===== src/rtl/fc_mac_layer.sv =====
// fc_mac_layer: sequential fully-connected layer. Each accepted beat
// MACs one activation into OUT parallel neuron accumulators.
//
// Ports:
//   clk, rst        clock; synchronous active-high reset
//   clr             abort the frame being accumulated (ignored in HOLD)
//   x_valid/x_ready activation beat handshake
//   x_data          signed activation
//   w_data[n]       signed weight of neuron n for x_data
//   bias[n]         signed bias, used on the first beat of a frame
//   in_idx          index of the next expected beat (weight-ROM addr)
//   z_valid/z_ready result handshake
//   z[n]            result of neuron n (ReLU-clamped when RELU=1)
module fc_mac_layer #(
  parameter int WIDTH = 8,
  parameter int IN    = 128,
  parameter int OUT   = 4,
  parameter int RELU  = 1,
  localparam int ACC_W = 2*WIDTH + $clog2(IN+1),
  localparam int IDX_W = $clog2(IN)
) (
  input  logic               clk,
  input  logic               rst,
  input  logic               clr,
  input  logic               x_valid,
  output logic               x_ready,
  input  logic [WIDTH-1:0]   x_data,
  input  logic [WIDTH-1:0]   w_data [0:OUT-1],
  input  logic [2*WIDTH-1:0] bias   [0:OUT-1],
  output logic [IDX_W-1:0]   in_idx,
  output logic               z_valid,
  input  logic               z_ready,
  output logic [ACC_W-1:0]   z      [0:OUT-1]
);

  localparam int EXT_W = ACC_W - 2*WIDTH;
  localparam logic [IDX_W-1:0] LAST = IDX_W'(IN-1);

  typedef enum logic {
    ACCUM = 1'b0,
    HOLD  = 1'b1
  } state_t;

  state_t r_state;
  state_t w_next;

  logic [IDX_W-1:0]   r_idx;
  logic [ACC_W-1:0]   r_acc [OUT];
  logic [ACC_W-1:0]   r_z   [OUT];
  logic [ACC_W-1:0]   w_sum [OUT];
  logic [ACC_W-1:0]   w_res [OUT];
  logic [2*WIDTH-1:0] w_xs;
  logic               w_open;
  logic               w_beat;
  logic               w_first;
  logic               w_last;

  // clr blocks the beat outright so it can never race the index reset.
  assign w_open  = (r_state == ACCUM) && !clr;
  assign w_beat  = x_valid && w_open;
  assign w_first = (r_idx == '0);
  assign w_last  = (r_idx == LAST);

  assign x_ready = w_open;
  assign in_idx  = r_idx;

  // Sign-extending both operands to 2*WIDTH makes the low half of an
  // unsigned multiply equal the exact signed product.
  assign w_xs = {{WIDTH{x_data[WIDTH-1]}}, x_data};

  for (genvar n = 0; n < OUT; n++) begin : g_mac
    logic [2*WIDTH-1:0] w_ws;
    logic [2*WIDTH-1:0] w_prod;
    logic [ACC_W-1:0]   w_pext;
    logic [ACC_W-1:0]   w_bext;
    logic [ACC_W-1:0]   w_base;

    assign w_ws   = {{WIDTH{w_data[n][WIDTH-1]}}, w_data[n]};
    assign w_prod = w_xs * w_ws;
    assign w_pext = {{EXT_W{w_prod[2*WIDTH-1]}}, w_prod};
    assign w_bext = {{EXT_W{bias[n][2*WIDTH-1]}}, bias[n]};

    // First beat seeds from the bias instead of the stale accumulator.
    assign w_base   = w_first ? w_bext : r_acc[n];
    assign w_sum[n] = w_base + w_pext;
    assign w_res[n] = ((RELU != 0) && w_sum[n][ACC_W-1]) ?
                      '0 : w_sum[n];
    assign z[n]     = r_z[n];
  end

  always_ff @(posedge clk) begin
    if (rst) begin
      r_state <= ACCUM;
    end else begin
      r_state <= w_next;
    end
  end

  always_comb begin
    w_next  = r_state;
    z_valid = 1'b0;
    unique case (r_state)
      ACCUM: begin
        if (w_beat && w_last) begin
          w_next = HOLD;
        end
      end
      HOLD: begin
        z_valid = 1'b1;
        if (z_ready) begin
          w_next = ACCUM;
        end
      end
      default: w_next = ACCUM;
    endcase
  end

  always_ff @(posedge clk) begin
    if (rst) begin
      r_idx <= '0;
      for (int n = 0; n < OUT; n++) begin
        r_acc[n] <= '0;
        r_z[n]   <= '0;
      end
    end else if (clr && (r_state == ACCUM)) begin
      r_idx <= '0;
    end else if (w_beat) begin
      for (int n = 0; n < OUT; n++) begin
        r_acc[n] <= w_sum[n];
      end
      if (w_last) begin
        r_idx <= '0;
        for (int n = 0; n < OUT; n++) begin
          r_z[n] <= w_res[n];
        end
      end else begin
        r_idx <= r_idx + IDX_W'(1);
      end
    end
  end

endmodule


===== config.mk =====
export PLATFORM = sky130hd
export DESIGN_NAME = fc_mac_layer
export DESIGN_NICKNAME = d
export VERILOG_FILES = /design/src/rtl/fc_mac_layer.sv
export SDC_FILE = /design/constraint.sdc
export NUM_CORES = 1
export LEC_CHECK = 0
export ABC_AREA = 1
export BUFFER_PORTS_ARGS = -buffer_cell sky130_fd_sc_hd__buf_2
export CORE_MARGIN = 2
export CORE_UTILIZATION = 60
export CTS_CLUSTER_DIAMETER = 100
export CTS_CLUSTER_SIZE = 16
export DETAILED_ROUTE_END_ITERATION = 8
export PLACE_DENSITY_LB_ADDON = 0.08
export SETUP_SLACK_MARGIN = 0.5
export SLEW_MARGIN = 40
export SYNTH_ARGS = -nofsm -noshare
export SYNTH_HDL_FRONTEND = slang
export SYNTH_SLANG_ARGS = --single-unit

===== constraint.sdc =====
create_clock -name clk -period 9.5 [get_ports clk]
set_input_delay 1.9 -clock clk [delete_from_list [all_inputs] [get_ports clk]]
set_output_delay 1.9 -clock clk [all_outputs]
set_load 0.005 [all_outputs]

=== After elaboration in Yosys (flattened, before gate mapping) ===
Memory sizes are Yosys's and may differ from the RTL's.
Cells that the tools add are included.

* Memories: 2
* Register bits: 8
* Bits of input ports: 109
* Latch bits: 0
* ROM bits: 0
* Memory bits (writable): 188
* Output and inout port bits: 105

{| class="wikitable"
|+ Memories
! name !! depth !! bits a word !! read ports !! clocked after Yosys merged registers in !! write ports !! line !! text
|-
| r_acc || 4 || 24 || 4 || 0 || 4 || 48 || <nowiki>logic [ACC_W-1:0] r_acc [OUT];</nowiki>
|-
| r_z || 4 || 23 || 4 || 0 || 4 || 49 || <nowiki>logic [ACC_W-1:0] r_z [OUT];</nowiki>
|}

* Add/sub/neg operators: 5
* Multiply operators: 4
* Equal/unequal tests: 1
* Shift operators: 0
* Bitwise operators: 9
* Order comparisons: 0
* Multiplexer cells: 32
* Reduce and logical (&&, ||, !) cells: 7
* Div/mod/pow operators: 0

{| class="wikitable"
|+ Operator list
! cell !! number
|-
| $mux W24 || 8
|-
| $mux W23 || 8
|-
| $add A24 B24 Y24 || 4
|-
| $mul A8 B8 Y16 || 4
|-
| $mux W1 || 14
|-
| $or A1 B1 Y1 || 8
|-
| $add A7 B1 Y7 const B || 1
|-
| $eq A7 B7 Y1 const B || 1
|-
| $logic_not A7 Y1 || 1
|-
| $mux W7 || 1
|-
| $logic_and A1 B1 Y1 || 4
|-
| $pmux W1 S2 || 1
|-
| $reduce_or A2 Y1 || 1
|-
| $logic_not A1 Y1 || 1
|-
| $not A1 Y1 || 1
|}

=== Logic depth before layout (Yosys ltp) ===
Gate-level depths: netlist of run 1.

* Depth after elaboration: 8
* Gate-level depth with buffers: 38
* Depth with buffers taken out: 36

=== Worst setup path before layout of run 1 ===
OpenSTA, ideal clock, no wires.

* Path type: input port to flip-flop
* Start: in x_data[7]
* End: mem r_z[1][13] in the netlist's numbering (data pin)
* Library setup time: 0.259 ns
* Slack: 1.832 ns
* Arrival: 7.409 ns
* Cell stages on the path: 30
* Data required time: 9.241 ns
* Cell sequence: clkbuf_1 > nand2_1 > fa_1 > inv_1 > fa_1 > inv_1 > fa_1 > inv_1 > fa_1 > ha_1 > a21oi_1 > a21boi_1 > nand2_1 > nor2_2 > nand2_2 > nand2_4 > inv_1 > ha_1 > nand2_1 > nor4_1 > nand4_1 > nand3_1 > nand4_1 > nand2_1 > nand2_1 > nand2_1 > nand2_2 > nand3_4 > buf_6 > nor2_2

{| class="wikitable"
|+ RTL lines
! element !! line !! text
|-
| start: declaration || 27 || <nowiki>input logic [WIDTH-1:0] x_data,</nowiki>
|-
| end: declaration || 49 ||
|}

==> impl_summary.log, run 1 <==
[metrics] detailed-route via count: 19236
[metrics] Max Clk Rate: 117 MHz
[metrics] fraction of the mapped netlist area in compound gates: 5.81%
[metrics] max-cap viol count: 0
[metrics] post-synthesis average cell area: 7.88 um2
[metrics] clk root buf: sky130_fd_sc_hd__clkbuf_16
[metrics] CTS H-tree lvls: 4
[metrics] setup violation total in the final timing report: 0
[metrics] distinct cell type count of the synthesized netlist: 43
[metrics] WS Path Type: in -> reg
[metrics] Synth Area in Adders: 29.6%
[metrics] TritonCTS clock tree: yes
[metrics] Hold Fails Final Rpt: 0
[metrics] class of the tightest hold or removal check: reg -> reg
[metrics] library cell with the largest summed area after synthesis: sky130_fd_sc_hd__edfxtp_1
[metrics] Worst Setup End Kind: flip-flop
[metrics] maximum number of pins on one net before global-route repair: 71
[metrics] share of flip-flops with an asynchronous set or reset after synthesis: 0%
[metrics] clock sink count: around 200
[metrics] flop and latch count out of synthesis: 196
[metrics] overall die area: 40700 um2
[metrics] number of CTS-inserted buffers: 17
[metrics] total wirelength of the detailed-routed design: a little under 60000 um
[metrics] Iteration-0 DRC Markers: ~1600
[metrics] leading cell types by count after synthesis: sky130_fd_sc_hd__nand2_1 (733), sky130_fd_sc_hd__inv_1 (714), sky130_fd_sc_hd__fa_1 (224), sky130_fd_sc_hd__ha_1 (198), sky130_fd_sc_hd__nor2_1 (198)
[metrics] die height: 202 um
[metrics] routability congestion estimate: 0.929
[metrics] required time at the endpoint of the critical path: 9.71 ns
[metrics] post-route antenna net violation count: 0
[metrics] post-synthesis xor/xnor area fraction: under 10%
[metrics] part of the Yosys area used for sequential elements: 24.7%
[metrics] count of warnings emitted by yosys: 0
[metrics] vias per inst: 5.26
[metrics] share of Yosys cell area claimed by the top area cell type: 24.0%
[metrics] slew at the pin closest to its max-slew limit: roughly 0.8 ns
[metrics] number of enable-type register cells in the synthesized netlist: about 190
[metrics] vias in the first global route: 19302
[metrics] final critical-path setup slack: 0.932 ns
[metrics] clock input transition at the sequential cells of the worst setup and hold paths: about 0.070 ns
[metrics] number of instances in the synthesized netlist: 2981
[metrics] summed instance area of the synthesized netlist: 23500 um2
[metrics] worst-path maximum fanout: 18
[metrics] cell repeated most along the worst path: sky130_fd_sc_hd__nand2_1
[metrics] cell family contributing the most delay on the critical path: adder cells
[metrics] CP max stage cell: sky130_fd_sc_hd__fa_1
[metrics] num rows: 72
[metrics] initial core utilization: around three fifths
[metrics] Routed wire per std cell: 16.0 um
[metrics] DR pass1 iterations: 6
[metrics] buffering stage count on the worst path with inverters included: 5
[metrics] fraction of layout cells with a size suffix above 1: 13.0%
[metrics] maximum buffer depth of the clock tree: 2
[metrics] post-CTS repair timing setup buffer count: 0
[metrics] initial antenna violation count: 0
[metrics] Synth-to-Final Area Change: 8.69%
[metrics] multiplexer share of the synthesized area: 0%
[metrics] I/O pin count: 214
[metrics] DRC violation count after routing: 0
[metrics] commonest register cell after synthesis: sky130_fd_sc_hd__edfxtp_1
[metrics] unrepaired setup endpoints after global routing: false
[metrics] pre-CTS worst setup slack: between 0.3 and 0.4 ns
[metrics] GRT Total Usage: 30.0%
[metrics] Area contributors post-synth: sky130_fd_sc_hd__edfxtp_1 (24%), sky130_fd_sc_hd__fa_1 (19%), sky130_fd_sc_hd__nand2_1 (12%)
[metrics] remaining max-slew budget at the tightest pin: a little under half
[metrics] Die X-Extent: a little over 200 um
[metrics] result of the run: finished, final reports clean
[metrics] CORE AREA: between 30000 and 40000 um2
[metrics] part of the cycle the worst path needs: 90.2%
[metrics] diodes inserted: 0
[metrics] largest family of logic cells by synthesized area: adder cells
[metrics] HPWL after detailed placement: between 40000 and 50000 um
[metrics] largest stage delay on the critical path: 0.49 ns
[metrics] critical path data arrival time: 8.78 ns
[metrics] nets: 3660
[metrics] simple logic cell fraction of the synthesized area: a little over a fifth
[metrics] most common cell in the synthesized netlist: sky130_fd_sc_hd__nand2_1
[metrics] Layout Skew: 0.0130 ns
[metrics] total congestion overflow after global routing: 0
[metrics] time the final worst path needs with I/O delays and setup: 8.57 ns
[metrics] Fin Setup TNS: 0 ns
[metrics] startpoint types: input port
[metrics] first-pass GRT wire length: 96900 um
[metrics] insertion delay to the later sink of the worst-skew pair: 0.47 ns
[metrics] number of inserted filler cells in the final layout: 3352
[metrics] count of final max-slew check failures: 0
[metrics] number of buffers added on ports: roughly 210
## state kept, by name (all words and copies together), names as in the netlist
name     cells
r_state      1
r_z         92
r_acc       96
in_idx       7
## area by class of cell
class / count / area [um2] / share of cell area [%]
clock buffers: 17 / 425 / 1.67
inverters: 723 / 2710 / 10.6
flip-flops and latches: 196 / 5810 / 22.7
well taps: 518 / 648 / 2.54
repair buffers: 220 / 1130 / 4.45
clock inverters: 14 / 230 / 0.902
multi-input cells: 1971 / 14600 / 57.1
## final timing paths
kind / from / cells past startpoint / end / slack (ns)
setup / recovery: x_data[1] / 35 / r_z[1][0] / 0.93
hold / removal: in_idx[6] / 2 / in_idx[6] / 0.51
setup reg to reg: in_idx[1] / 21 / r_acc[0][14] / 4.10
hold reg to reg: in_idx[6] / 2 / in_idx[6] / 0.51
## worst register-to-register path, delay by kind of cell, from the launching register on
kind,cells,cell delay (ns)
DFF,1,0.33
xor gates and xnor gates,1,0.25
buffers and inverters,5,1.56
adders and majority gates,3,0.88
and+or+nand+nor,9,1.20
AOI/OAI and AO/OA,3,0.91
## through the flow
stage                     util, %  cell area (um2)  instances  hold slack, ns
after floorplan                 -            23500       2984           0.480
after global placement       64.2            24800       3627           0.486
after detailed placement     64.2            24800       3627           0.498
after CTS                    65.9            25500       3658           0.509
after global routing         66.0            25500       3659           0.550
final                        66.0            25500       3659           0.507
## repair_timing
action,4_1_cts,5_1_grt
resized for setup,0,5
hold buffers,0,0
endpoints found under the setup margin,0,47
## cell usage in the layout, fill, tap and decap left out, types with 4 or more instances in the layout
cell                        Yosys  routed
sky130_fd_sc_hd__a31oi_1        8       8
sky130_fd_sc_hd__clkbuf_16      0      17
sky130_fd_sc_hd__inv_1        714     714
sky130_fd_sc_hd__nor2_1       198     197
sky130_fd_sc_hd__nand3_4        4       6
sky130_fd_sc_hd__o21ai_2       10      10
sky130_fd_sc_hd__o21ai_0       77      77
sky130_fd_sc_hd__clkinv_4       0       4
sky130_fd_sc_hd__o21bai_1      15      15
sky130_fd_sc_hd__conb_1         1       4
sky130_fd_sc_hd__nand3_2       18      17
sky130_fd_sc_hd__fa_1         224     224
sky130_fd_sc_hd__xor2_1        63      63
sky130_fd_sc_hd__ha_1         198     198
sky130_fd_sc_hd__a211oi_1       5       5
sky130_fd_sc_hd__buf_2          6     208
sky130_fd_sc_hd__nand2_1      733     730
sky130_fd_sc_hd__nor2_2        82      83
sky130_fd_sc_hd__xnor2_1       71      70
sky130_fd_sc_hd__inv_2          9       9
sky130_fd_sc_hd__dfxtp_1        8       8
sky130_fd_sc_hd__edfxtp_1     188     188
sky130_fd_sc_hd__nor4_1         8       7
sky130_fd_sc_hd__nand4_1       15      15
sky130_fd_sc_hd__nand2_2       20      20
sky130_fd_sc_hd__nand2_4        3       6
sky130_fd_sc_hd__buf_4          5      10
sky130_fd_sc_hd__o21ai_1        9       9
sky130_fd_sc_hd__nand3_1       71      71
sky130_fd_sc_hd__bufinv_16      0       5
sky130_fd_sc_hd__a21oi_1      115     115
## metal layers
metal | track usage, % | part of all wire, % | wire length (um)
met2 | 46.1 | 45 | 26100
met5 | 0 | 0 | 0
met3 | 3.81 | 7.1 | 4190
met1 | 44.7 | 46 | 27200
met4 | 8.67 | 2.0 | 1170
## logic make-up (layout without fill, tap and decap cells)
| family | count (synthesis) | count (layout) |
|---|---|---|
| adders and majority gates | 422 | 422 |
| and+or+nand+nor | 1162 | 1163 |
| AOI/OAI and AO/OA | 248 | 248 |
| xor gates and xnor gates | 134 | 134 |
| buffers and inverters | 818 | 974 |
| DFF | 196 | 196 |
| other | 1 | 4 |
Power of run 1 is not shown: default switching activity piles up to over one toggle a cycle in this logic, so the estimate is an artifact.
==> run 2: changes to the inputs <==
Settings changed: ABC_AREA 1 to not set.
==> run 2 against run 1 <==
Synthesized cell count fell by 20%. Final area shrank 1.3%. Via count fell by 10%. Die area fell by 3.3%. Cell count down 15%. Critical path depth is 5 lower. Worst setup slack got worse by 0.24 ns. Largest cell class unchanged. Flip-flop and latch count unchanged. First-iteration DRC count down 42%. Maximum frequency down 2.7%. Core utilization rose by 1.3 points.
==> impl_summary.log, run 2 <==
[metrics] result of the run: finished, final reports clean
[metrics] number of buffers added on ports: 209
[metrics] Iteration-0 DRC Markers: 921
[metrics] DR pass1 iterations: 5
[metrics] CP max stage cell: sky130_fd_sc_hd__or4b_2
[metrics] flop and latch count out of synthesis: 196
[metrics] number of inserted filler cells in the final layout: 3095
[metrics] DRC violation count after routing: 0
[metrics] nets: 3104
[metrics] start point of the critical path: w_data[18]
[metrics] class of the tightest hold or removal check: reg -> reg
[metrics] post-route antenna net violation count: 0
[metrics] GRT Total Usage: 28.2%
[metrics] TritonCTS clock tree: yes
[metrics] summed instance area of the synthesized netlist: 22700 um2
[metrics] setup violation total in the final timing report: 0
[metrics] Synth-to-Final Area Change: 11.0%
[metrics] Die X-Extent: 198 um
[metrics] total wirelength of the detailed-routed design: approximately 56000 um
[metrics] library cell with the largest summed area after synthesis: sky130_fd_sc_hd__edfxtp_1
[metrics] detailed-route via count: 17265
[metrics] most common cell in the synthesized netlist: sky130_fd_sc_hd__inv_1
[metrics] time the final worst path needs with I/O delays and setup: 8.81 ns
[metrics] largest reg by FF count: r_acc
[metrics] vias in the first global route: 17662
[metrics] HPWL after detailed placement: ~43000 um
[metrics] fraction of the mapped netlist area in compound gates: 10.4%
[metrics] remaining max-slew budget at the tightest pin: 43.8%
[metrics] startpoint types: input port
[metrics] hold path startpoint: in_idx[1]
[metrics] count of warnings emitted by yosys: 0
[metrics] overall die area: 39400 um2
[metrics] Synth Area in Adders: a little over 30%
[metrics] required time at the endpoint of the critical path: 9.69 ns
[metrics] initial antenna violation count: 10
[metrics] routability congestion estimate: 0.992
[metrics] vias per inst: 5.56
[metrics] simple logic cell fraction of the synthesized area: 15.8%
[metrics] total congestion overflow after global routing: 0
[metrics] worst-path maximum fanout: 8
[metrics] share of flip-flops with an asynchronous set or reset after synthesis: 0%
[metrics] first-pass GRT wire length: a little under 90000 um
[metrics] initial core utilization: 60.6%
[metrics] commonest register cell after synthesis: sky130_fd_sc_hd__edfxtp_1
[metrics] r2r startpoint: in_idx[0]
[metrics] clock input transition at the sequential cells of the worst setup and hold paths: about 0.070 ns
[metrics] distinct cell type count of the synthesized netlist: slightly below 80
[metrics] num rows: 71
[metrics] maximum buffer depth of the clock tree: 2
[metrics] die height: 198 um
[metrics] WS Path Type: in -> reg
[metrics] part of the cycle the worst path needs: around 93%
[metrics] number of CTS-inserted buffers: 17
[metrics] critical path data arrival time: 9.00 ns
[metrics] post-synthesis average cell area: between 9 and 10 um2
[metrics] clk root buf: sky130_fd_sc_hd__clkbuf_16
[metrics] clock sink count: about 200
[metrics] cts hold-fix bufs: 0
[metrics] CTS H-tree lvls: 4
[metrics] number of instances in the synthesized netlist: 2371
[metrics] max-cap viol count: 0
[metrics] commonest non-fill, non-tap cell in the layout: sky130_fd_sc_hd__inv_1
[metrics] Max Clk Rate: about 110 MHz
[metrics] most frequent cells in the layout: sky130_fd_sc_hd__inv_1 (394), sky130_fd_sc_hd__fa_1 (224), sky130_fd_sc_hd__nor2_1 (219), sky130_fd_sc_hd__buf_2 (209), sky130_fd_sc_hd__ha_1 (197)
[metrics] Worst Setup End Kind: flip-flop
[metrics] buffering stage count on the worst path with inverters included: 6
[metrics] share of Yosys cell area claimed by the top area cell type: 24.9%
[metrics] CORE AREA: about 37000 um2
[metrics] I/O pin count: 214
[metrics] largest stage delay on the critical path: between 0.7 and 0.8 ns
[metrics] flip-flop count of the largest register, all copies and words added: 96
[metrics] Fin Setup TNS: 0 ns
[metrics] leading cell types by count after synthesis: sky130_fd_sc_hd__inv_1 (394), sky130_fd_sc_hd__fa_1 (224), sky130_fd_sc_hd__nor2_1 (219), sky130_fd_sc_hd__ha_1 (198)
[metrics] largest family of logic cells by synthesized area: adder cells
[metrics] fraction of layout cells with a size suffix above 1: 16.0%
[metrics] maximum number of pins on one net before global-route repair: 76
[metrics] cell family contributing the most delay on the critical path: adder cells
[metrics] Layout Skew: 0.0130 ns
[metrics] Hold Fails Final Rpt: 0
[metrics] insertion delay to the later sink of the worst-skew pair: between 0.4 and 0.5 ns
[metrics] multiplexer share of the synthesized area: under 10%
[metrics] part of the Yosys area used for sequential elements: 25.6%
[metrics] count of final max-slew check failures: 0
[metrics] slew at the pin closest to its max-slew limit: 0.840 ns
[metrics] number of enable-type register cells in the synthesized netlist: 188
[metrics] post-synthesis xor/xnor area fraction: 5.87%
[metrics] Area contributors post-synth: sky130_fd_sc_hd__edfxtp_1 (25%), sky130_fd_sc_hd__fa_1 (20%), sky130_fd_sc_hd__ha_1 (11%)
[metrics] unrepaired setup endpoints after global routing: true
[metrics] Routed wire per std cell: 18.0 um
==> run 2: cell types whose count changed after synthesis, moves of 25 or more <==
cell,change
sky130_fd_sc_hd__nor2b_1,+45
sky130_fd_sc_hd__a21o_1,+61
sky130_fd_sc_hd__mux2_2,+66
sky130_fd_sc_hd__and2_1,+187
sky130_fd_sc_hd__xnor2_1,+37
sky130_fd_sc_hd__nor2_2,-42
sky130_fd_sc_hd__nand2b_1,+25
sky130_fd_sc_hd__inv_1,-320
sky130_fd_sc_hd__nand2_1,-620
sky130_fd_sc_hd__nand3_1,-57
==> run 2: through the flow <==
| stage | hold slack, ns | worst slack, ns | cells | util (%) | area, um2 |
|---|---|---|---|---|---|
| 6_report | 0.515 | 0.691 | 3105 | 67.3 | 25200 |
| 2_1_floorplan | 0.485 | 0.607 | 2374 | - | 22700 |
| 4_1_cts | 0.520 | 0.526 | 3085 | 66.7 | 25000 |
| 3_5_place_dp | 0.511 | -0.0391 | 3053 | 65.2 | 24400 |
| 5_1_grt | 0.554 | 0.416 | 3097 | 67.3 | 25200 |
| 3_3_place_gp | 0.491 | 0.154 | 3053 | 65.2 | 24400 |
==> run 2: final timing paths <==
check        cells after the start          to  slack [ns]
max                             30  r_z[1][16]        0.69
min                              2   in_idx[1]        0.52
max reg2reg                     18  r_z[1][16]        3.46
min reg2reg                      2   in_idx[1]        0.52
==> run 2: tightest hold or removal path, delay by kind of cell (launching register included) <==
kind,cells,cell delay [ns]
AO/OA/AOI/OAI,1,0.06
AND/OR/NAND/NOR,1,0.07
flip-flops,1,0.35
==> run 2: cell type report <==
| cell class | count | area [um2] | share of cell area, % |
|---|---|---|---|
| clock inverters | 10 | 103 | 0.408 |
| diodes | 8 | 20.0 | 0.0795 |
| flip-flops and latches | 196 | 5810 | 23.1 |
| inverters | 396 | 1490 | 5.90 |
| well taps | 511 | 639 | 2.54 |
| clock buffers | 22 | 464 | 1.84 |
| multi-input cells | 1715 | 15200 | 60.4 |
| repair buffers | 247 | 1460 | 5.78 |
==> run 2: cells by family after synthesis <==
group	after synthesis
mux	70
simple gates	702
xor+xnor	152
flops	196
compound gates	359
other cells	1
buf+inv	464
fa+ha+maj	427
==> run 2: routing by layer <==
layer	global-route usage (%)	vias up	part of all wire [%]
met2	51.9	449	53
li1	-	8159	-
met4	10.1	6	3.5
met5	0	-	0.070
met3	5.85	105	5.6
met1	32.4	8546	38
==> run 2: what timing repair did <==
| item | in CTS | in global routing |
|---|---|---|
| resized for setup | 1 | 26 |
| gates cloned | 0 | 4 |
| setup buffers | 0 | 8 |
| endpoints found under the setup margin | 21 | 97 |
| hold endpoints to repair | 0 | 0 |
| pin swaps | 0 | 8 |
Power of run 2 is left out for the same reason.
